**src/rtl/decode_rename_pipe_reg.sv**
```systemverilog
// Decode -> rename pipeline register with a one-bundle skid buffer.
// OUT drives the rename stage; SKID catches a bundle that arrives while
// OUT is stalled, and its occupancy is reported back as pauseReq.
module decode_rename_pipe_reg #(
  parameter int unsigned UOP_W = 128
) (
  input  logic             clk,
  input  logic             rst,
  input  logic             pause,
  input  logic             flush,
  output logic             pauseReq,
  input  logic             dec0_valid,
  input  logic             dec1_valid,
  input  logic [UOP_W-1:0] dec0_uop,
  input  logic [UOP_W-1:0] dec1_uop,
  output logic             ren0_valid,
  output logic             ren1_valid,
  output logic [UOP_W-1:0] ren0_uop,
  output logic [UOP_W-1:0] ren1_uop,
  input  logic             ren_ready,
  input  logic             rob_ready
);

  typedef struct packed {
    logic             v0;
    logic             v1;
    logic [UOP_W-1:0] u0;
    logic [UOP_W-1:0] u1;
  } bundle_t;

  bundle_t out_q, out_d;
  bundle_t skid_q, skid_d;
  bundle_t in_b;
  logic    pause_req_q, pause_req_d;
  logic    out_occ, skid_occ, in_occ, adv, sample;

  assign in_b     = '{v0: dec0_valid, v1: dec1_valid, u0: dec0_uop, u1: dec1_uop};
  assign out_occ  = out_q.v0 | out_q.v1;
  assign skid_occ = skid_q.v0 | skid_q.v1;
  assign in_occ   = dec0_valid | dec1_valid;
  assign adv      = ren_ready & rob_ready & ~pause;
  assign sample   = ~pause & ~pause_req_q;

  // Next-state for both stages: flush, then pause, then skid drain, then input load.
  always_comb begin
    out_d  = out_q;
    skid_d = skid_q;
    if (flush) begin
      out_d.v0  = 1'b0;
      out_d.v1  = 1'b0;
      skid_d.v0 = 1'b0;
      skid_d.v1 = 1'b0;
    end else if (pause) begin
      out_d  = out_q;
      skid_d = skid_q;
    end else if (skid_occ) begin
      if (adv) begin
        out_d     = skid_q;
        skid_d.v0 = 1'b0;
        skid_d.v1 = 1'b0;
      end
    end else if (sample) begin
      // An empty input bundle loaded into OUT simply leaves OUT empty.
      if (!out_occ || adv) begin
        out_d = in_b;
      end else if (in_occ) begin
        skid_d = in_b;
      end
    end
    pause_req_d = skid_d.v0 | skid_d.v1;
  end

  // Stage registers with synchronous active-low reset.
  always_ff @(posedge clk) begin
    if (!rst) begin
      out_q       <= '0;
      skid_q      <= '0;
      pause_req_q <= 1'b0;
    end else begin
      out_q       <= out_d;
      skid_q      <= skid_d;
      pause_req_q <= pause_req_d;
    end
  end

  assign pauseReq   = pause_req_q;
  assign ren0_valid = out_q.v0;
  assign ren1_valid = out_q.v1;
  assign ren0_uop   = out_q.u0;
  assign ren1_uop   = out_q.u1;

endmodule

```
**config.mk**
```make
export PLATFORM = sky130hd
export DESIGN_NAME = decode_rename_pipe_reg
export DESIGN_NICKNAME = d
export VERILOG_FILES = /design/src/rtl/decode_rename_pipe_reg.sv
export SDC_FILE = /design/constraint.sdc
export NUM_CORES = 1
export LEC_CHECK = 0
export ABC_AREA = 1
export BUFFER_PORTS_ARGS = -buffer_cell sky130_fd_sc_hd__buf_4
export CAP_MARGIN = 0
export CORE_UTILIZATION = 44
export DETAILED_ROUTE_END_ITERATION = 10
export GPL_ROUTABILITY_DRIVEN = 1
export PLACE_DENSITY = 0.63
export SETUP_SLACK_MARGIN = 0.2
export SLEW_MARGIN = 20
export SYNTH_ARGS = -nofsm -noshare
export SYNTH_HDL_FRONTEND = slang
export SYNTH_SLANG_ARGS = --single-unit
```
**constraint.sdc**
```tcl
create_clock -name clk -period 2 [get_ports clk]
set_clock_uncertainty 0.1 [all_clocks]
set_input_delay 0.1 -clock clk [delete_from_list [all_inputs] [get_ports clk]]
set_output_delay 0.1 -clock clk [all_outputs]
set_load 0.02 [all_outputs]
```
* After elaboration in Yosys (flattened, before gate mapping)
Index checks and enable logic that the tools add are counted.
Storage, ports and cells: bits in registers 517, input bits 264, output and inout bits 259, word-level logic and storage cells 43
Operators by class: equal/unequal tests 1, multiplexer cells 12, bitwise operators 13, reductions and logical operators 8
Operator list (number):
- two-way mux 258 bit | 8
- two-way mux 256 bit | 1
- two-way mux 2 bit | 3
- NOT 1 bit | 6
- AND reduction 6 bit | 1
- AND reduction 5 bit | 1
- bitwise OR 1 bit | 4
- AND reduction 4 bit | 1
- nonzero test 2 bit | 2
- AND 1 bit | 3
- != test 2 x 1 -> 1 bit, second input constant | 1
- OR reduction 2 bit | 1
- zero test 1 bit | 1
- logical OR 1 bit | 1

* Logic depth before layout (Yosys ltp)
depth after elaboration 9, gate-level depth with buffers 9, mapped depth without buffers 8

* Worst setup path after synthesis
OpenSTA, ideal clock, no wires.
kind register -> register, start point register out_q, in the netlist ren0_valid, end point register skid_q[221] (netlist bit), library setup time 0.113 ns, arrival time 1.393 ns, data required time 1.787 ns, setup slack 0.394 ns, cell stages (with the launch flop) 10, buffers on the path 2, clock period less this slack 1.606 ns, cell sequence dfxtp_1 -> inv_1 -> nand2_1 -> nand4_1 -> nor2_4 -> buf_2 -> buf_2 -> nand2_1 -> nand2_1 -> nor2_1
On the way: cells in the longest elaborated chain, start to end 5
RTL lines:
- from (decl) | RTL line 31 | bundle_t out_q, out_d;
- from (signal assigned) | RTL line 80 | out_q <= out_d;
- bitwise OR 1 bit | RTL line 38 | assign out_occ = out_q.v0 | out_q.v1;
- zero test 1 bit | RTL line 64 | if (!out_occ || adv) begin
- logical OR 1 bit | RTL line 64
- NOT 1 bit (no source line)
- AND reduction 6 bit (no source line)
- to (signal assigned) | RTL line 81 | skid_q <= skid_d;
- to (decl) | RTL line 32 | bundle_t skid_q, skid_d;
Every way passes these cells. A chain may end at the register's enable or synchronous reset.

* Worst setup path in the final report
start point register skid_q[256] (netlist bit), end point register skid_q[172] (netlist bit)
On the way: cells in the longest elaborated chain, start to end 3
RTL lines:
- bitwise OR 1 bit | RTL line 39 | assign skid_occ = skid_q.v0 | skid_q.v1;
- NOT 1 bit (no source line)
- AND reduction 6 bit (no source line)
Every way passes these cells.

==> flow_summary.json <==
{
  "area_growth_syn_to_layout_pct": 42.96,
  "synth-seq-cells": 517,
  "leakage_nw": 16.93,
  "cp.required_ns": 2.40,
  "ys_seq_area_share_pct": 44.06,
  "htree_levels": 2,
  "highest_layer": "met5",
  "grt_pass1_wl_mm": 105.1,
  "internal_power_mw": 19.79,
  "synthesis.area_um2": 23490,
  "clkSlewWorstSetupHoldPaths_ns": 0.06,
  "firstDrtPassIters": 5,
  "hp-class": "primary input to register",
  "crit_type": "register to register",
  "hold_violations": 0,
  "worstPathCellList": "nor2_2 > nand4_1 > nor2_4 > buf_4 > clkbuf_16 > clkbuf_16 > nand2_1 > nand2_1 > nor2_1",
  "hpwl_mm": 43.96,
  "fin_util_pct": 63.78,
  "slowest_delay_ns": 0.35,
  "worst_slew_pin_slew_ns": 0.6394,
  "relSlewSlack_pct": 57.37,
  "routed_via_density": 4.489,
  "grt_util_all_layers_pct": 23.80,
  "avgSynthCellArea_um2": 6.089,
  "grt_max_degree": 160,
  "layout_commonest_cell": "nand2_1",
  "cp_data_arrival_time_ns": 2.15,
  "io_buffers": 522,
  "tns_ns": 0,
  "cts_buffers": 56,
  "finalSetupViolCount": 0,
  "wl_met1_mm": 32.15,
  "ys_warn_count": 0,
  "clkPwrFrac_pct": 41.4,
  "cts_tree": "built",
  "die_h_um": 233.1,
  "slew_viol_final": 0,
  "clock_path_buffers": 3,
  "rsz0062_at_grt": "true",
  "coreArea_um2": 52660,
  "vdd_drop_max_mv": 0.6275,
  "worst-path-buf-inv": 3,
  "detail-route-antenna-nets": 0,
  "placementRows": 84,
  "cpMaxStageDelayCell": "dfxtp_1",
  "clockRootBuffer": "clkbuf_16",
  "synthesis.nets": 4122,
  "routabilityCongestion": 0.8422,
  "dr_wl_met3_mm": 3.644,
  "p_sw_mw": 7.193,
  "finalCritPeriodShare_pct": 87.82,
  "routed_wl_mm": 71.28,
  "antenna_found_initial": 3,
  "ys_types": 20,
  "io_pins": 523,
  "fmax_mhz": 569.4,
  "pwr_density_cell_nw_per_um2": 803.6,
  "start_util_pct": 44.61,
  "fin_crit_ns": 1.756,
  "met2_length_mm": 32.74,
  "seqPwrFrac_pct": 41.7,
  "nNetsFinal": 4830,
  "synthCells": 3858,
  "drc_errors": 0,
  "critPathCaptureType": "register",
  "cap_violations": 0,
  "dieArea_um2": 54320,
  "final_cell_mix": "1292 x nand2_1, 1029 x nor2_1, 539 x buf_4, 520 x inv_1, 514 x dfxtp_1",
  "grt-ovfl-total": 0,
  "critPathLaunchType": "register",
  "routed-via-count": 23810,
  "drt-initial-drc-count": 1464,
  "numClockSinks": 517,
  "path_max_fanout": 18,
  "status": "complete, no violations",
  "swShare_pct": 26.65,
  "avgRoutedWirePerCell_um": 13.44,
  "cp_top_family": "simple AND/OR/NAND/NOR gates",
  "p_comb_share_pct": 16.9,
  "seq_area_um2": 10350,
  "die_x_um": 233.1,
  "multi_input_area_um2": 10130,
  "n_fill_cell": 4918,
  "clk_latency_ns": 0.59,
  "grt_pass1_vias": 20620,
  "drive_gt1_share_pct": 15.57
}
[what timing repair did]
item                                    4_1_cts  5_1_grt
endpoints found under the setup margin        0      304
endpoints found under the hold margin       517        0
gates resized for setup                       0       34
hold buffers                                267        0
buffers inserted                              0       10
[cell usage after synthesis (all sizes together)]
cell / count / area [µm²]
nand3: 5 / 30.03
and2: 1 / 6.260
inv: 522 / 1959
o21ai: 258 / 1295
clkbuf: 85 / 319.1
nand4: 1 / 6.260
dfxtp: 517 / 10350
buf: 140 / 765.7
nand2: 1294 / 4860
a21oi: 3 / 18.77
nor2: 1032 / 3881
[layer usage]
metal | up-vias | global-route usage, %
met5 | - | 0
met3 | 149 | 4.028
met4 | 2 | 10.48
met1 | 10450 | 31.38
li1 | 12620 | -
met2 | 588 | 38.09
[final timing paths]
kind / startpoint / end / slack [ns] / cells past startpoint
setup / recovery: skid_q[256] / skid_q[172] / 0.24 / 9
hold reg to reg: skid_q[142] / skid_q[142] / 0.38 / 2
setup reg to reg: skid_q[256] / skid_q[172] / 0.24 / 9
hold / removal: rob_ready / ren1_valid / 0.17 / 6
[worst reg2reg max path: cells and delay by family, from the launching register on]
| family | cells | cell delay [ns] |
|---|---|---|
| buffers and inverters | 3 | 0.55 |
| AND/OR/NAND/NOR | 6 | 0.68 |
| flip-flops | 1 | 0.35 |
[through the flow]
stage	cells	area [µm²]	total power, mW	setup slack (ns)	hold slack [ns]
3_5_place_dp	4898	28130	15.45	0.2222	0.3104
3_3_place_gp	4898	28130	15.44	0.2347	0.3061
6_report	5303	33580	26.99	0.2436	0.1661
4_1_cts	5269	32800	27.13	0.2190	0.09653
2_1_floorplan	3858	23490	13.73	0.3939	0.1970
5_1_grt	5302	33580	28.20	0.1480	0.1909
[sequential cells by signal (all words and copies together), names as in the netlist]
signal / cells
pauseReq: 1
ren1_uop: 128
ren0_uop: 128
skid_q: 258
ren1_valid: 1
ren0_valid: 1
[cells by family after synthesis]
family	share of synthesized area (%)
buffers and inverters	12.96
AOI/OAI and AO/OA	5.593
DFF	44.06
and+or+nand+nor	37.39
[power by group through the flow]
stage                     combinational (mW)  clock (mW)  sequential [mW]
after global routing                    5.03        11.9             11.3
final                                   4.55        11.2             11.3
after detailed placement                3.98           0             11.5
after global placement                  3.97           0             11.5
after floorplan                         1.84           0             11.9
after CTS                               4.43        11.4             11.3
[area by class of cell]
class,count,area share (%)
sequential,517,30.83
multi-input combinational,2594,30.17
timing repair buffer,875,24.61
inverter,522,5.834
clock buffer,77,4.858
tap,688,2.563
clock inverter,27,1.107
antenna,3,0.02235
Note: power is estimated with default switching activity, not from simulation.
